$ cat config.mk
export PLATFORM = sky130hd
export DESIGN_NAME = vga_timing_gen_flat
export DESIGN_NICKNAME = d
export VERILOG_FILES = /design/src/rtl/vga_timing_gen_if.sv /design/src/rtl/vga_timing_gen.sv /design/src/flat_wrapper.sv
export SDC_FILE = /design/constraint.sdc
export NUM_CORES = 1
export LEC_CHECK = 0
export BUFFER_PORTS_ARGS = -buffer_cell sky130_fd_sc_hd__buf_2
export CORE_ASPECT_RATIO = 1.2
export CORE_MARGIN = 2
export CORE_UTILIZATION = 45
export DETAILED_ROUTE_END_ITERATION = 8
export GPL_ROUTABILITY_DRIVEN = 0
export GPL_TIMING_DRIVEN = 0
export HOLD_SLACK_MARGIN = 0.12
export PLACE_DENSITY = 0.65
export SLEW_MARGIN = 20
export SYNTH_ARGS = -nofsm -noshare
export SYNTH_HDL_FRONTEND = slang
export SYNTH_SLANG_ARGS = --single-unit
$ cat constraint.sdc
create_clock -name clk -period 2.9 [get_ports clk]
set_clock_uncertainty 0.1 [all_clocks]
set_input_delay 0.58 -clock clk [delete_from_list [all_inputs] [get_ports clk]]
set_output_delay 0.58 -clock clk [all_outputs]
set_load 0.05 [all_outputs]
$ cat src/rtl/vga_timing_gen_if.sv
// vga_timing_gen_if: raster timing bundle from the timing generator to the renderer; rgb_test exists only with VGA_TEST_PATTERN_EN.
interface vga_timing_gen_if;
  logic       p_tick;
  logic [9:0] x;
  logic [9:0] y;
  logic       video_on;
  logic       hsync;
  logic       vsync;
  logic       line_start;
  logic       frame_start;
  logic       tick_1ms;
`ifdef VGA_TEST_PATTERN_EN
  logic [11:0] rgb_test;
  modport master (output p_tick, x, y, video_on, hsync, vsync, line_start, frame_start, tick_1ms, rgb_test);
  modport slave  (input  p_tick, x, y, video_on, hsync, vsync, line_start, frame_start, tick_1ms, rgb_test);
`else
  modport master (output p_tick, x, y, video_on, hsync, vsync, line_start, frame_start, tick_1ms);
  modport slave  (input  p_tick, x, y, video_on, hsync, vsync, line_start, frame_start, tick_1ms);
`endif
endinterface

$ cat src/rtl/vga_timing_gen.sv
// vga_timing_gen: VGA raster timing, frame/line pulses and 1 ms game tick; VGA_TEST_PATTERN_EN adds a colour-bar output.
module vga_timing_gen #(
  parameter int CLK_DIV     = 4,
  parameter int H_ACTIVE    = 640,
  parameter int H_FP        = 16,
  parameter int H_SYNC      = 96,
  parameter int H_BP        = 48,
  parameter int V_ACTIVE    = 480,
  parameter int V_FP        = 10,
  parameter int V_SYNC      = 2,
  parameter int V_BP        = 33,
  parameter bit SYNC_POL    = 1'b0,
  parameter int CLK_FREQ_HZ = 100000000
) (
  input logic clk,
  input logic reset,
  vga_timing_gen_if.master vga
);
  localparam int H_TOTAL = H_ACTIVE + H_FP + H_SYNC + H_BP;
  localparam int V_TOTAL = V_ACTIVE + V_FP + V_SYNC + V_BP;
  localparam int MS_CNT  = CLK_FREQ_HZ / 1000;
  localparam int DW      = CLK_DIV > 1 ? $clog2(CLK_DIV) : 1;
  localparam int MW      = MS_CNT > 1 ? $clog2(MS_CNT) : 1;
  localparam logic [DW-1:0] DIV_LAST = DW'(CLK_DIV - 1);
  localparam logic [MW-1:0] MS_LAST  = MW'(MS_CNT - 1);
  localparam logic [9:0] X_LAST = 10'(H_TOTAL - 1);
  localparam logic [9:0] Y_LAST = 10'(V_TOTAL - 1);
  localparam logic [9:0] XA     = 10'(H_ACTIVE);
  localparam logic [9:0] YA     = 10'(V_ACTIVE);
  localparam logic [9:0] HS_BEG = 10'(H_ACTIVE + H_FP);
  localparam logic [9:0] HS_END = 10'(H_ACTIVE + H_FP + H_SYNC - 1);
  localparam logic [9:0] VS_BEG = 10'(V_ACTIVE + V_FP);
  localparam logic [9:0] VS_END = 10'(V_ACTIVE + V_FP + V_SYNC - 1);
  logic [DW-1:0] r_div, w_div_nx;
  logic [MW-1:0] r_ms;
  logic [9:0]    r_x, r_y, w_x_nx, w_y_nx;
  logic          r_p_tick, r_video_on, r_hsync, r_vsync, r_line_start, r_frame_start, r_tick_1ms;
  logic          w_x_wrap, w_video_nx;
  // Display outputs are derived from next-state x/y so they stay aligned with the counters.
  always_comb begin
    w_div_nx   = (r_div == DIV_LAST) ? '0 : r_div + 1'b1;
    w_x_wrap   = r_p_tick && (r_x == X_LAST);
    w_x_nx     = !r_p_tick ? r_x : w_x_wrap ? '0 : r_x + 10'd1;
    w_y_nx     = !w_x_wrap ? r_y : (r_y == Y_LAST) ? '0 : r_y + 10'd1;
    w_video_nx = (w_x_nx < XA) && (w_y_nx < YA);
  end
  always_ff @(posedge clk) begin
    if (!reset) begin
      r_div         <= '0;
      r_ms          <= '0;
      r_x           <= '0;
      r_y           <= '0;
      r_p_tick      <= 1'b0;
      r_video_on    <= 1'b0;
      r_hsync       <= ~SYNC_POL;
      r_vsync       <= ~SYNC_POL;
      r_line_start  <= 1'b0;
      r_frame_start <= 1'b0;
      r_tick_1ms    <= 1'b0;
    end else begin
      r_div         <= w_div_nx;
      r_p_tick      <= (w_div_nx == DIV_LAST);
      r_x           <= w_x_nx;
      r_y           <= w_y_nx;
      r_video_on    <= w_video_nx;
      r_hsync       <= (w_x_nx >= HS_BEG && w_x_nx <= HS_END) ? SYNC_POL : ~SYNC_POL;
      r_vsync       <= (w_y_nx >= VS_BEG && w_y_nx <= VS_END) ? SYNC_POL : ~SYNC_POL;
      r_line_start  <= w_x_wrap;
      r_frame_start <= w_x_wrap && (r_y == Y_LAST);
      r_ms          <= (r_ms == MS_LAST) ? '0 : r_ms + 1'b1;
      r_tick_1ms    <= (r_ms == MS_LAST);
    end
  end
  assign vga.p_tick      = r_p_tick;
  assign vga.x           = r_x;
  assign vga.y           = r_y;
  assign vga.video_on    = r_video_on;
  assign vga.hsync       = r_hsync;
  assign vga.vsync       = r_vsync;
  assign vga.line_start  = r_line_start;
  assign vga.frame_start = r_frame_start;
  assign vga.tick_1ms    = r_tick_1ms;
`ifdef VGA_TEST_PATTERN_EN
  localparam int BAR_W = (H_ACTIVE / 8) > 0 ? H_ACTIVE / 8 : 1;
  logic [11:0] r_rgb;
  logic [2:0]  w_bar;
  // Bar index bits map straight onto inverted R/G/B nibbles: bit1->R, bit2->G, bit0->B.
  assign w_bar = 3'(w_x_nx / 10'(BAR_W));
  always_ff @(posedge clk) begin
    if (!reset) r_rgb <= '0;
    else        r_rgb <= w_video_nx ? {{4{~w_bar[1]}}, {4{~w_bar[2]}}, {4{~w_bar[0]}}} : '0;
  end
  assign vga.rgb_test = r_rgb;
`endif
endmodule

$ cat src/flat_wrapper.sv
// flat-port wrapper written by rule: the top's interface ports become plain ports
module vga_timing_gen_flat 
#(
  parameter int CLK_DIV     = 4,
  parameter int H_ACTIVE    = 640,
  parameter int H_FP        = 16,
  parameter int H_SYNC      = 96,
  parameter int H_BP        = 48,
  parameter int V_ACTIVE    = 480,
  parameter int V_FP        = 10,
  parameter int V_SYNC      = 2,
  parameter int V_BP        = 33,
  parameter bit SYNC_POL    = 1'b0,
  parameter int CLK_FREQ_HZ = 100000000
)
  (clk, reset, vga_p_tick, vga_x, vga_y, vga_video_on, vga_hsync, vga_vsync, vga_line_start, vga_frame_start, vga_tick_1ms);
  vga_timing_gen_if vga_i ();
  input logic clk;
  input logic reset;
  output wire logic [$bits(vga_i.p_tick)-1:0] vga_p_tick;
  output wire logic [$bits(vga_i.x)-1:0] vga_x;
  output wire logic [$bits(vga_i.y)-1:0] vga_y;
  output wire logic [$bits(vga_i.video_on)-1:0] vga_video_on;
  output wire logic [$bits(vga_i.hsync)-1:0] vga_hsync;
  output wire logic [$bits(vga_i.vsync)-1:0] vga_vsync;
  output wire logic [$bits(vga_i.line_start)-1:0] vga_line_start;
  output wire logic [$bits(vga_i.frame_start)-1:0] vga_frame_start;
  output wire logic [$bits(vga_i.tick_1ms)-1:0] vga_tick_1ms;
  assign vga_p_tick = vga_i.p_tick;
  assign vga_x = vga_i.x;
  assign vga_y = vga_i.y;
  assign vga_video_on = vga_i.video_on;
  assign vga_hsync = vga_i.hsync;
  assign vga_vsync = vga_i.vsync;
  assign vga_line_start = vga_i.line_start;
  assign vga_frame_start = vga_i.frame_start;
  assign vga_tick_1ms = vga_i.tick_1ms;
  vga_timing_gen #(.CLK_DIV(CLK_DIV), .H_ACTIVE(H_ACTIVE), .H_FP(H_FP), .H_SYNC(H_SYNC), .H_BP(H_BP), .V_ACTIVE(V_ACTIVE), .V_FP(V_FP), .V_SYNC(V_SYNC), .V_BP(V_BP), .SYNC_POL(SYNC_POL), .CLK_FREQ_HZ(CLK_FREQ_HZ)) u_core (.clk(clk), .reset(reset), .vga(vga_i));
endmodule
# Word level (Yosys, flattened, before mapping)
# Cells that the tools add are included.
# op_classes
add_sub_neg	4
magnitude_cmp	6
eq_ne	5
mux	7
bitwise_logic	1
reduce_logical	6
# ops
operator	count
2-to-1 mux 10 bit	4
adder 10 x 1 -> 10 bit, second input constant	2
== test 10 bit, second input constant	2
adder 17 x 1 -> 17 bit, second input constant	1
== test 17 bit, second input constant	1
>= comparator 10 bit, second input constant	1
>= comparator 10 x 9 -> 1 bit, second input constant	1
less-or-equal comparator 10 bit, second input constant	1
less-or-equal comparator 10 x 9 -> 1 bit, second input constant	1
< comparator 10 bit, second input constant	1
< comparator 10 x 9 -> 1 bit, second input constant	1
logical AND 1 bit	5
== test 2 bit, second input constant	2
adder 2 x 1 -> 2 bit, second input constant	1
2-to-1 mux 1 bit	2
2-to-1 mux 2 bit	1
OR reduction 2 bit	1
inverter 1 bit	1
# totals
regBits	46
inputBits	2
out_inout_bits	27
word_cells	40

# Longest topological paths before layout
# logic_depth
ltp_word	7
ltp_mapped	9

# Worst setup path before layout
# Ideal clock, no wire load.
# synth_path
kind	reg-to-reg
startpoint	reg u_core.r_y[0], in the netlist u_core.vga.y[0]
endpoint	reg u_core.r_vsync, in the netlist u_core.vga.vsync
setup_ns	0.134
t_arrival_ns	2.645
required_ns	2.666
slack_ns	0.021
stages_incl_launch_ff	10
path_buffers	1
path_cell_list	dfxtp_1 inv_1 ha_1 nor4b_1 nor4bb_1 clkbuf_1 or4b_1 a21oi_1 a41oi_1 or4b_1
# synth_between
elab_chain_cells	6
word_cells_on_any_way	8
cone_classes	add/sub: 1; order compare: 2; eq/ne: 1; mux: 3; reduce/logical: 1
# synth_lines
element	line	text
from (decl)	vga_timing_gen.sv:36	logic [9:0] r_x, r_y, w_x_nx, w_y_nx;
from (signal assigned)	vga_timing_gen.sv:64	r_y <= w_y_nx;
adder 10 x 1 -> 10 bit / == test 10 bit (equally long branches)	vga_timing_gen.sv:44	w_y_nx = !w_x_wrap ? r_y : (r_y == Y_LAST) ? '0 : r_y + 10'd1;
2-to-1 mux 10 bit	vga_timing_gen.sv:44	
2-to-1 mux 10 bit *	vga_timing_gen.sv:44	
>= comparator 10 x 9 -> 1 bit / less-or-equal comparator 10 x 9 -> 1 bit (equally long branches)	vga_timing_gen.sv:67	r_vsync <= (w_y_nx >= VS_BEG && w_y_nx <= VS_END) ? SYNC_POL : ~SYNC_POL;
logical AND 1 bit *	vga_timing_gen.sv:67	
2-to-1 mux 1 bit *	vga_timing_gen.sv:67	
to (signal assigned)	vga_timing_gen.sv:56	r_vsync <= ~SYNC_POL;
to (signal assigned)	vga_timing_gen.sv:67	
to (decl)	vga_timing_gen.sv:37	logic r_p_tick, r_video_on, r_hsync, r_vsync, r_line_start, r_frame_start, r_tick_1ms;
# Mark *: on every way between the ends. The rest lies on a longest branch, timed or not.
# A chain may end at the register's enable or synchronous reset.

# Final worst setup path
# layout_path
startpoint	reg u_core.r_p_tick, in the netlist u_core.vga.p_tick
endpoint	reg u_core.r_vsync, in the netlist u_core.vga.vsync
# layout_between
elab_chain_cells	5
word_cells_on_any_way	6
cone_classes	order compare: 2; mux: 2; reduce/logical: 2
# layout_lines
element	line	text
from (decl)	vga_timing_gen.sv:37	
from (signal assigned)	vga_timing_gen.sv:62	r_p_tick <= (w_div_nx == DIV_LAST);
logical AND 1 bit *	vga_timing_gen.sv:42	w_x_wrap = r_p_tick && (r_x == X_LAST);
2-to-1 mux 10 bit *	vga_timing_gen.sv:44	
>= comparator 10 x 9 -> 1 bit / less-or-equal comparator 10 x 9 -> 1 bit (equally long branches)	vga_timing_gen.sv:67	
logical AND 1 bit *	vga_timing_gen.sv:67	
2-to-1 mux 1 bit *	vga_timing_gen.sv:67	
# Marks and branches as above.

==> flow_summary.json <==
{
  "htreeDepth": 2,
  "hold_viol": 0,
  "grt.overflow.total": 0,
  "yosys-top-cells-area": "dfxtp_1 (42%), nor2_1 (7.1%), xor2_1 (6.4%)",
  "wl_um": 4323,
  "synth_nets": 254,
  "cts-root-buf": "clkbuf_8",
  "path_clk_slew_ns": 0.09,
  "r2r_start": "u_core.vga.p_tick$_SDFF_PN0_",
  "ys.flop_type": "dfxtp_1",
  "rr_endpoint": "u_core.vga.vsync$_SDFF_PN1_",
  "rsz0062_at_grt": "no",
  "worstHoldEndpoint": "u_core.r_div[0]$_SDFF_PN0_",
  "ys_seq_elements": 46,
  "power_density_mw_per_mm2": 433.6,
  "synth_compound_area_share_pct": 7.750,
  "synthMuxAreaShare_pct": 0.5166,
  "track_usage_pct": 17.57,
  "antennaDiodeCount": 0,
  "vias_per_cell": 5.326,
  "tns_ns": 0,
  "outcome": "completed",
  "drive_above_1_share_pct": 17.38,
  "path_cells": "and4_1 -> buf_6 -> and4b_2 -> buf_2 -> nand2_1 -> xnor2_1 -> or4_1 -> or4b_1",
  "fin_ws_ns": 0.1516,
  "hp-start": "u_core.r_div[0]$_SDFF_PN0_",
  "synth_most_common_cell": "dfxtp_1",
  "wire_per_inst_um": 12.71,
  "whs_path_depth": 1,
  "cp_data_required_time_ns": 2.98,
  "grt_pass1_wl_um": 7189,
  "arrival_ns": 2.83,
  "fin_hold_ws_ns": 0.3552,
  "synth_xor_area_share_pct": 10.05,
  "slowest_stage": "or4_1",
  "grt_max_degree": 15,
  "dp_hpwl_um": 3106,
  "numPortBuffers": 28,
  "syn_area_per_cell_sq_um": 8.860,
  "synth_area_sq_mm": 0.002180,
  "async_flop_share_pct": 0,
  "dr.pass1.iters": 4,
  "cts_resized": 0,
  "peakVddDrop_mv": 0.2534,
  "synth_top_family_by_area": "simple AND/OR/NAND/NOR gates",
  "min_path_type": "reg -> reg",
  "syn2layout_area_growth_pct": 13.72,
  "clock-sinks": 46,
  "fp.coreArea_sq_mm": 0.004628,
  "initial_core_util_pct": 47.09,
  "antenna_found_initial": 0,
  "relSlewSlack_pct": 66.98,
  "reg2reg_depth": 8,
  "ys_types": 43,
  "synth-edff-count": 0,
  "synth_warnings": 0,
  "drv_slew": 0,
  "dieArea_sq_mm": 0.005418,
  "clk_latency_ns": 0.30,
  "grt_pass1_vias": 1545,
  "post_cts.repair.setup_buffers": 0,
  "clock_path_buffers": 2,
  "die_h_um": 80.24,
  "io-pin-count": 29,
  "synth_common_cells": "dfxtp_1 (46), nor2_1 (41), nand2_1 (23)",
  "cpLargestDelayFamily": "simple AND/OR/NAND/NOR gates",
  "layout.nets": 289,
  "fp-row-count": 27,
  "cp.buffers_inverters": 2,
  "synth_top_area_cell": "dfxtp_1",
  "synth_top_area_share_pct": 42.25,
  "cts_made_buffers": 5,
  "criticalPathCategory": "reg -> reg",
  "slowest_delay_ns": 0.58,
  "drc": 0,
  "end_kind": "register",
  "fmaxAchievable_ghz": 0.3639,
  "die_x_um": 67.53,
  "path_max_fanout": 9,
  "netlist_instances": 246,
  "cap_violations": 0,
  "utilization_pct": 53.56,
  "drtAntennaViolNets": 0,
  "reg2reg_slack_ns": 0.15,
  "drt_iter0_drc": 91,
  "setup_viol": 0,
  "dpl_worst_slack_ns": 0.1388,
  "num_vias": 1811,
  "cts_tree": "built",
  "start_kind": "register",
  "synth-simple-area-share_pct": 32.15,
  "tightest_slew_ns": 0.4954,
  "synthAdderAreaFrac_pct": 3.444,
  "cts_hold_buf": 0,
  "fin_crit_ns": 2.748,
  "finalCritPeriodShare_pct": 94.77,
  "yosysSeqAreaShare_pct": 42.25,
  "power.leakage_nw": 0.9818
}
[layout by cell type (no fill, tap or decap), types with 4 or more instances in the layout]
master	synthesis	layout
buf_6	4	4
and3_1	6	6
xnor2_1	9	9
clkbuf_8	0	5
nand4_1	7	7
and2_1	4	4
buf_2	1	29
xor2_1	16	16
dfxtp_1	46	46
nand3_1	12	12
clkbuf_1	3	4
nor2_1	41	41
inv_1	5	5
nand2_1	23	23
o21ai_0	5	5
a21oi_1	12	12
ha_1	6	6
[report_power, final]
| part | switching (mW) | internal (mW) | leakage, nW |
|---|---|---|---|
| clock | 0.215 | 0.170 | 0.0452 |
| combinational | 0.0272 | 0.0118 | 0.564 |
| sequential | 0.00924 | 0.641 | 0.372 |
[worst register-to-register path, delay by kind of cell, from the launching register on]
family	cells	cell delay, ns
XOR/XNOR	1	0.13
buffers and inverters	2	0.30
flip-flops	1	0.49
AND/OR/NAND/NOR	5	1.61
[flip-flops by register name (all words and copies together), names as in the netlist]
signal / flops
u_core.r_div: 2
u_core.r_ms: 17
u_core.vga.frame_start: 1
u_core.vga.hsync: 1
u_core.vga.line_start: 1
u_core.vga.p_tick: 1
u_core.vga.tick_1ms: 1
u_core.vga.video_on: 1
u_core.vga.vsync: 1
u_core.vga.x: 10
u_core.vga.y: 10
[worst max-delay path by stage]
stage          cells after the start  slack [ns]                         start                          end
6_report                           8        0.15  u_core.vga.p_tick$_SDFF_PN0_  u_core.vga.vsync$_SDFF_PN1_
5_1_grt                            7        0.03    u_core.vga.x[0]$_SDFF_PN0_  u_core.vga.vsync$_SDFF_PN1_
4_1_cts                            7        0.14    u_core.vga.x[0]$_SDFF_PN0_  u_core.vga.vsync$_SDFF_PN1_
3_5_place_dp                       7        0.14    u_core.vga.x[0]$_SDFF_PN0_  u_core.vga.vsync$_SDFF_PN1_
3_3_place_gp                       7        0.17    u_core.vga.x[0]$_SDFF_PN0_  u_core.vga.vsync$_SDFF_PN1_
2_1_floorplan                      9        0.02    u_core.vga.y[0]$_SDFF_PN0_  u_core.vga.vsync$_SDFF_PN1_
[metrics by stage]
step | std cells | cell area, sq um | total power, mW
floorplan | 246 | 2180 | 0.6917
global placement | 332 | 2392 | 0.7042
detailed placement | 332 | 2392 | 0.7049
CTS | 340 | 2479 | 1.090
global route | 340 | 2479 | 1.123
finish | 340 | 2479 | 1.075
[routing by layer]
layer,wire (um),up-vias,share of wire (%),track usage [%]
met5,0,-,0,0
met1,2164,826,50,23.78
met3,188,7,4.3,4.342
met2,1890,43,44,25.49
met4,79,0,1.8,8.980
li1,-,935,-,-
[area by class of cell]
cell class	instances	area [sq um]
clock buffer	6	72.57
multi-input combinational	186	1175
sequential	46	920.9
inverter	6	22.52
buffer	8	61.31
fill	421	2150
timing repair buffer	28	140.1
clock inverter	2	13.76
tap	58	72.57
[kinds of logic after synthesis]
logic type | count (synthesis)
fa+ha+maj | 6
simple gates | 126
xor+xnor | 25
compound gates | 28
buf+inv | 14
mux | 1
flops | 46
No activity file was read; power rests on OpenSTA's default activity.
